[src/rtl/branch_pc_unit_if.sv]
// branch_pc_unit_if
//   Groups the decode/branch-condition inputs, the fetch handshake and the
//   PC/status outputs of branch_pc_unit into one bundle.
//
//   Handshake semantics: fetch_req is high only while the unit waits in FETCH.
//   The address is PC, and PC is stable for as long as fetch_req is high. A
//   cycle with fetch_req=1 and fetch_ack=1 completes the fetch. exec_done
//   completes the current instruction only when the unit is in EXEC. An ack or
//   exec_done seen at any other time has no effect.
//
//   Modports:
//     master - decode/ALU-control stage plus instruction memory (drives inputs)
//     slave  - branch_pc_unit itself
//   fsm_state carries the controller state for observation:
//   0=IDLE, 1=FETCH, 2=EXEC, 3=HALT.
interface branch_pc_unit_if;
  logic        Con_beq;
  logic        Con_bne;
  logic        Con_blt;
  logic        Con_bge;
  logic        Jal;
  logic        Jalr;
  logic [31:0] rs1_data;
  logic [31:0] rs2_data;
  logic [31:0] imm;
  logic        exec_done;
  logic        fetch_ack;
  logic        fetch_req;
  logic [31:0] PC;
  logic [31:0] pc_plus4;
  logic        branch_taken;
  logic        misalign_trap;
  logic [31:0] stat_branches;
  logic [31:0] stat_taken;
  logic [1:0]  fsm_state;

  modport master (
    output Con_beq, Con_bne, Con_blt, Con_bge, Jal, Jalr,
    output rs1_data, rs2_data, imm, exec_done, fetch_ack,
    input  fetch_req, PC, pc_plus4, branch_taken, misalign_trap,
    input  stat_branches, stat_taken, fsm_state
  );

  modport slave (
    input  Con_beq, Con_bne, Con_blt, Con_bge, Jal, Jalr,
    input  rs1_data, rs2_data, imm, exec_done, fetch_ack,
    output fetch_req, PC, pc_plus4, branch_taken, misalign_trap,
    output stat_branches, stat_taken, fsm_state
  );
endinterface

[src/rtl/branch_pc_unit.sv]
// branch_pc_unit
//   Owns the architectural PC. It sequences instruction fetch with a req/ack
//   handshake and resolves the outcome of branches and jumps when the datapath
//   reports that an instruction is complete.
//
//   Ports:
//     clk   - system clock, rising edge
//     reset - asynchronous, active-high reset
//     bus   - branch_pc_unit_if.slave, which carries:
//             decode inputs (Con_*, Jal, Jalr, rs1_data, rs2_data, imm)
//             handshakes (exec_done, fetch_ack -> fetch_req)
//             outputs (PC, pc_plus4, branch_taken, misalign_trap, stat_*,
//             fsm_state)
//
//   Optional feature macro: BRANCH_STATS_EN.
//     When it is defined, saturating counters are built for resolved and taken
//     conditional branches.
//     When it is not defined, both stat ports are tied to zero.
module branch_pc_unit #(
  parameter logic [31:0] RESET_PC = 32'h0000_0000
) (
  input logic            clk,
  input logic            reset,
  branch_pc_unit_if.slave bus
);

  typedef enum logic [1:0] {
    IDLE  = 2'd0,
    FETCH = 2'd1,
    EXEC  = 2'd2,
    HALT  = 2'd3
  } state_t;

  state_t      state_q, state_d;
  logic [31:0] pc_q;
  logic        branch_taken_q;
  logic        trap_q;

  logic        eq, lt;
  logic        taken;
  logic [31:0] target;
  logic [31:0] next_pc;
  logic        misalign;
  logic        fetch_req;
  logic        retire;     // exec_done accepted this cycle, target aligned
  logic        trap_set;   // exec_done accepted, taken target misaligned

  assign eq = (bus.rs1_data == bus.rs2_data);
  assign lt = ($signed(bus.rs1_data) < $signed(bus.rs2_data));

  // Only the highest-priority decode input is evaluated. If a lower-priority
  // condition would be taken, that has no effect when a higher one is present.
  always_comb begin
    taken  = 1'b0;
    target = pc_q + bus.imm;
    if (bus.Jalr) begin
      taken  = 1'b1;
      target = (bus.rs1_data + bus.imm) & 32'hFFFF_FFFE;
    end else if (bus.Jal) begin
      taken  = 1'b1;
    end else if (bus.Con_beq) begin
      taken  = eq;
    end else if (bus.Con_bne) begin
      taken  = ~eq;
    end else if (bus.Con_blt) begin
      taken  = lt;
    end else if (bus.Con_bge) begin
      taken  = ~lt;
    end
  end

  assign next_pc  = taken ? target : (pc_q + 32'd4);
  assign misalign = taken & (target[1:0] != 2'b00);

  // Next-state and handshake outputs.
  always_comb begin
    state_d   = state_q;
    fetch_req = 1'b0;
    retire    = 1'b0;
    trap_set  = 1'b0;
    case (state_q)
      IDLE: state_d = FETCH;
      FETCH: begin
        fetch_req = 1'b1;
        if (bus.fetch_ack) state_d = EXEC;
      end
      EXEC: begin
        if (bus.exec_done) begin
          if (misalign) begin
            trap_set = 1'b1;
            state_d  = HALT;
          end else begin
            retire  = 1'b1;
            state_d = FETCH;
          end
        end
      end
      HALT: state_d = HALT;
      default: state_d = IDLE;
    endcase
  end

  always_ff @(posedge clk or posedge reset) begin
    if (reset) state_q <= IDLE;
    else       state_q <= state_d;
  end

  // branch_taken is reloaded every cycle, so it stays high for one cycle only.
  always_ff @(posedge clk or posedge reset) begin
    if (reset) begin
      pc_q           <= RESET_PC;
      branch_taken_q <= 1'b0;
      trap_q         <= 1'b0;
    end else begin
      branch_taken_q <= retire & taken;
      if (retire)   pc_q   <= next_pc;
      if (trap_set) trap_q <= 1'b1;
    end
  end

  assign bus.fetch_req     = fetch_req;
  assign bus.PC            = pc_q;
  assign bus.pc_plus4      = pc_q + 32'd4;
  assign bus.branch_taken  = branch_taken_q;
  assign bus.misalign_trap = trap_q;
  assign bus.fsm_state     = state_q;

`ifdef BRANCH_STATS_EN
  // A jump suppresses the Con_* strobes, so a jump is not counted as a
  // conditional branch. A misaligned taken branch counts as resolved but not
  // as taken.
  logic        is_branch;
  logic        branch_done;
  logic [31:0] stat_branches_q;
  logic [31:0] stat_taken_q;

  assign is_branch   = ~bus.Jal & ~bus.Jalr &
                       (bus.Con_beq | bus.Con_bne | bus.Con_blt | bus.Con_bge);
  assign branch_done = (retire | trap_set) & is_branch;

  always_ff @(posedge clk or posedge reset) begin
    if (reset) begin
      stat_branches_q <= 32'h0;
      stat_taken_q    <= 32'h0;
    end else if (branch_done) begin
      if (stat_branches_q != 32'hFFFF_FFFF)
        stat_branches_q <= stat_branches_q + 32'd1;
      if (retire && taken && (stat_taken_q != 32'hFFFF_FFFF))
        stat_taken_q <= stat_taken_q + 32'd1;
    end
  end

  assign bus.stat_branches = stat_branches_q;
  assign bus.stat_taken    = stat_taken_q;
`else
  assign bus.stat_branches = 32'h0;
  assign bus.stat_taken    = 32'h0;
`endif

endmodule

[src/flat_wrapper.sv]
// flat-port wrapper written by rule: the top's interface ports become plain ports
module branch_pc_unit_flat 
#(
  parameter logic [31:0] RESET_PC = 32'h0000_0000
)
  (clk, reset, bus_Con_beq, bus_Con_bne, bus_Con_blt, bus_Con_bge, bus_Jal, bus_Jalr, bus_rs1_data, bus_rs2_data, bus_imm, bus_exec_done, bus_fetch_ack, bus_fetch_req, bus_PC, bus_pc_plus4, bus_branch_taken, bus_misalign_trap, bus_stat_branches, bus_stat_taken, bus_fsm_state);
  branch_pc_unit_if bus_i ();
  input logic clk;
  input logic reset;
  input wire logic [$bits(bus_i.Con_beq)-1:0] bus_Con_beq;
  input wire logic [$bits(bus_i.Con_bne)-1:0] bus_Con_bne;
  input wire logic [$bits(bus_i.Con_blt)-1:0] bus_Con_blt;
  input wire logic [$bits(bus_i.Con_bge)-1:0] bus_Con_bge;
  input wire logic [$bits(bus_i.Jal)-1:0] bus_Jal;
  input wire logic [$bits(bus_i.Jalr)-1:0] bus_Jalr;
  input wire logic [$bits(bus_i.rs1_data)-1:0] bus_rs1_data;
  input wire logic [$bits(bus_i.rs2_data)-1:0] bus_rs2_data;
  input wire logic [$bits(bus_i.imm)-1:0] bus_imm;
  input wire logic [$bits(bus_i.exec_done)-1:0] bus_exec_done;
  input wire logic [$bits(bus_i.fetch_ack)-1:0] bus_fetch_ack;
  output wire logic [$bits(bus_i.fetch_req)-1:0] bus_fetch_req;
  output wire logic [$bits(bus_i.PC)-1:0] bus_PC;
  output wire logic [$bits(bus_i.pc_plus4)-1:0] bus_pc_plus4;
  output wire logic [$bits(bus_i.branch_taken)-1:0] bus_branch_taken;
  output wire logic [$bits(bus_i.misalign_trap)-1:0] bus_misalign_trap;
  output wire logic [$bits(bus_i.stat_branches)-1:0] bus_stat_branches;
  output wire logic [$bits(bus_i.stat_taken)-1:0] bus_stat_taken;
  output wire logic [$bits(bus_i.fsm_state)-1:0] bus_fsm_state;
  assign bus_i.Con_beq = bus_Con_beq;
  assign bus_i.Con_bne = bus_Con_bne;
  assign bus_i.Con_blt = bus_Con_blt;
  assign bus_i.Con_bge = bus_Con_bge;
  assign bus_i.Jal = bus_Jal;
  assign bus_i.Jalr = bus_Jalr;
  assign bus_i.rs1_data = bus_rs1_data;
  assign bus_i.rs2_data = bus_rs2_data;
  assign bus_i.imm = bus_imm;
  assign bus_i.exec_done = bus_exec_done;
  assign bus_i.fetch_ack = bus_fetch_ack;
  assign bus_fetch_req = bus_i.fetch_req;
  assign bus_PC = bus_i.PC;
  assign bus_pc_plus4 = bus_i.pc_plus4;
  assign bus_branch_taken = bus_i.branch_taken;
  assign bus_misalign_trap = bus_i.misalign_trap;
  assign bus_stat_branches = bus_i.stat_branches;
  assign bus_stat_taken = bus_i.stat_taken;
  assign bus_fsm_state = bus_i.fsm_state;
  branch_pc_unit #(.RESET_PC(RESET_PC)) u_core (.clk(clk), .reset(reset), .bus(bus_i));
endmodule
[config.mk]
export PLATFORM = sky130hd
export DESIGN_NAME = branch_pc_unit_flat
export DESIGN_NICKNAME = d
export VERILOG_FILES = /design/src/rtl/branch_pc_unit_if.sv /design/src/rtl/branch_pc_unit.sv /design/src/flat_wrapper.sv
export SDC_FILE = /design/constraint.sdc
export NUM_CORES = 1
export LEC_CHECK = 0
export ABC_AREA = 1
export BUFFER_PORTS_ARGS = -buffer_cell sky130_fd_sc_hd__buf_2
export CORE_MARGIN = 4
export CORE_UTILIZATION = 25
export CTS_CLUSTER_DIAMETER = 120
export DETAILED_ROUTE_END_ITERATION = 16
export PLACE_DENSITY_LB_ADDON = 0.05
export SETUP_SLACK_MARGIN = 0.15
export SLEW_MARGIN = 20
export SYNTH_ARGS = -nofsm -noshare
export SYNTH_HDL_FRONTEND = slang
export SYNTH_SLANG_ARGS = --single-unit
[constraint.sdc]
create_clock -name clk -period 6.4 [get_ports clk]
set_clock_uncertainty 0.05 [all_clocks]
set_input_delay 1.28 -clock clk [delete_from_list [all_inputs] [get_ports clk]]
set_output_delay 1.28 -clock clk [all_outputs]
set_load 0.03 [all_outputs]
==> flow_metrics.tcl <==
set metrics [dict create \
    tightest_slew_ps 799.4 \
    grt_util_all_layers 0.1743 \
    period_minus_slack_ps 4425 \
    hold_path.class "reg -> reg" \
    finalHoldViolCount 0 \
    via_count 8529 \
    dr.pass1.iters 5 \
    total_power_mw 2.489 \
    drive_above_1_share 0.1417 \
    status "completed" \
    irDropWorstVdd_v 0.0001158 \
    netlist_top_cells_area "nand2_1 (19%), ha_1 (15%), dfrtp_1 (12%)" \
    cts_buffer_depth 2 \
    antenna_found_initial 0 \
    maxCapViolCount 0 \
    dieArea_um2 33870 \
    rows 64 \
    vias_per_cell 4.559 \
    core_um2 30590 \
    post-route-period-util 0.6915 \
    ys_warn_count 0 \
    clk_pin_slew_ps 60 \
    holdWs_ps 423.8 \
    area_growth_pct 15.37 \
    critPathLaunchType "input port" \
    final_area_um2 8939 \
    relSlewSlack 0.4671 \
    die_h_um 184.0 \
    cp_num_buf_inv 4 \
    diodes 0 \
    synthTopCellsByCount "nand2_1 (390), inv_1 (154), a21oi_1 (118), nor2_1 (108), ha_1 (94)" \
    power.leakage_nw 5.070 \
    clock.fmax_mhz 226.0 \
    synth_area_um2 7747 \
    synth.most_common_cell "nand2_1" \
    synth_cell_types 47 \
    dpl_cell_area_um2 8790 \
    ctsResizeCount 0 \
    cp_cell_sequence "buf_2, ha_1, nand2_1, nor2_1, nand2_1, nor3_1, nand4_1, o21ai_0, inv_1, buf_4, nand2_2, nand2_1, nand2_1, buf_4, nand2_1, nand2_1" \
    grt_pass1_wl_um 46200 \
    start_util 0.2533 \
    postCtsHoldBufs 0 \
    gp_congestion 0.8295 \
    cp_common_cell "nand2_1" \
    hold_path_end "u_core.bus.misalign_trap" \
    cp.arrival_ps 4600 \
    reg2reg_to "u_core.bus.PC[15]" \
    synth_top_area_frac 0.1890 \
    crit_path_end_kind "flip-flop" \
    cts_setup_buffers 0 \
    synth-edff-count 0 \
    crit_cells 16 \
    final.setup.tns_ps 0 \
    clkLatencyLatePin_ps 290 \
    die_width_um 184.0 \
    ys_seq_area_frac 0.1163 \
    dp_hpwl_um 26950 \
    syn-instance-count 1312 \
    grt_max_degree 41 \
    synth_area_leader_cell "nand2_1" \
    rsz0062_at_grt "false" \
    htree_num_levels 2 \
    reg2reg_depth 14 \
    wire_per_inst_um 16.46 \
    ant_nets 0 \
    setup_violations 0 \
    critical_path_class "in -> reg" \
    required_ps 6570 \
    crit_slowest_cell "nand2_2" \
    cts.sinks 36 \
    worstHoldStart "u_core.bus.misalign_trap" \
    cts_made_buffers 5 \
    ys_seq_elements 36 \
    cp_max_fo 33 \
    postSynthAreaPerCell_um2 5.905 \
    drc 0 \
    grt-ovfl-total 0 \
    slowest_delay_ps 470 \
    reg2reg_from "u_core.bus.PC[2]" \
    synthFlopType "dfrtp_1" \
    maxSlewViolCount 0 \
    cp_top_family "simple AND/OR/NAND/NOR gates" \
    root_buffer "clkbuf_16" \
    ios 239 \
    port_buffers 174 \
    cts_tree "yes" \
    grt_pass1_vias 8282 \
    wirelength_um 30800 \
    r2r_setup_slack_ps 3380 \
    nNetsFinal 1676 \
    finish.utilization 0.2922 \
    whs_path_depth 1 \
    drtIter0Drc 520 \
    async_flop_share 1.000 \
    power_density_nw_per_um2 278.5 \
]
per-layer routing:
layer | share of wire | track usage | vias to the layer above
met2 | 0.44 | 0.2818 | 211
met5 | 0 | 0 | -
met1 | 0.51 | 0.2566 | 3781
li1 | - | - | 4515
met3 | 0.037 | 0.01108 | 22
met4 | 0.013 | 0.03401 | 0
layout by cell type, fill, tap and decap left out, types with 2 or more instances in the layout:
cell and n:
a21boi_0 3, a21o_1 14, a21oi_1 118, a31oi_1 12
buf_2 174, buf_4 6, clkbuf_16 5, clkinv_2 2
conb_1 64, dfrtp_1 36, fa_1 2, ha_1 94
inv_1 154, nand2_1 390, nand2_2 3, nand3_1 80
nand3_2 3, nand4_1 18, nor2_1 108, nor2_2 2
nor2_4 4, nor3_1 18, nor4_1 7, o2111ai_1 2
o211ai_1 2, o21ai_0 93, o21bai_1 3, o22ai_1 2
or2_2 2, xnor2_1 17, xor2_1 22
registers in the layout, indices dropped and copies added, names as in the netlist:
signal                    cells
u_core.bus.PC                32
u_core.bus.fsm_state          2
u_core.bus.branch_taken       1
u_core.bus.misalign_trap      1
worst max-delay path by stage:
stage / endpoint / slack (ps) / from
2_1_floorplan: bus_pc_plus4[26] / 2760 / u_core.bus.PC[2]
3_3_place_gp: u_core.bus.PC[31] / 1590 / bus_rs1_data[31]
3_5_place_dp: u_core.bus.PC[11] / 1550 / bus_rs1_data[31]
4_1_cts: u_core.bus.PC[24] / 1850 / bus_rs1_data[31]
5_1_grt: u_core.bus.PC[30] / 1480 / bus_rs1_data[31]
6_report: u_core.bus.PC[24] / 1970 / bus_rs1_data[31]
power breakdown:
group | internal [mW] | switching [mW] | leakage [nW]
sequential | 0.297 | 0.172 | 0.468
clock | 0.154 | 0.0989 | 0.0766
combinational | 0.532 | 1.24 | 4.53
total | 0.982 | 1.51 | 5.07
metrics by stage:
step                cells  setup slack [ps]
floorplan            1375              2764
global placement     1863              1587
detailed placement   1863              1549
CTS                  1871              1855
global route         1871              1482
finish               1871              1975
area by class of cell:
cell class,instances,area (um2)
inverters,154,578.1
flip-flops and latches,36,900.9
multi-input cells,1097,5899
clock buffers,6,138.9
well taps,396,495.5
clock inverters,2,10.01
repair buffers,180,915.9
fillers,3580,21650
cell families after synthesis:
kind of cell,synth area share
buf+inv,0.1528
flops,0.1163
simple gates,0.3472
fa+ha+maj,0.1570
other cells,0.0004840
xor+xnor,0.04829
compound gates,0.1780
(Power assumes the default switching activity.)
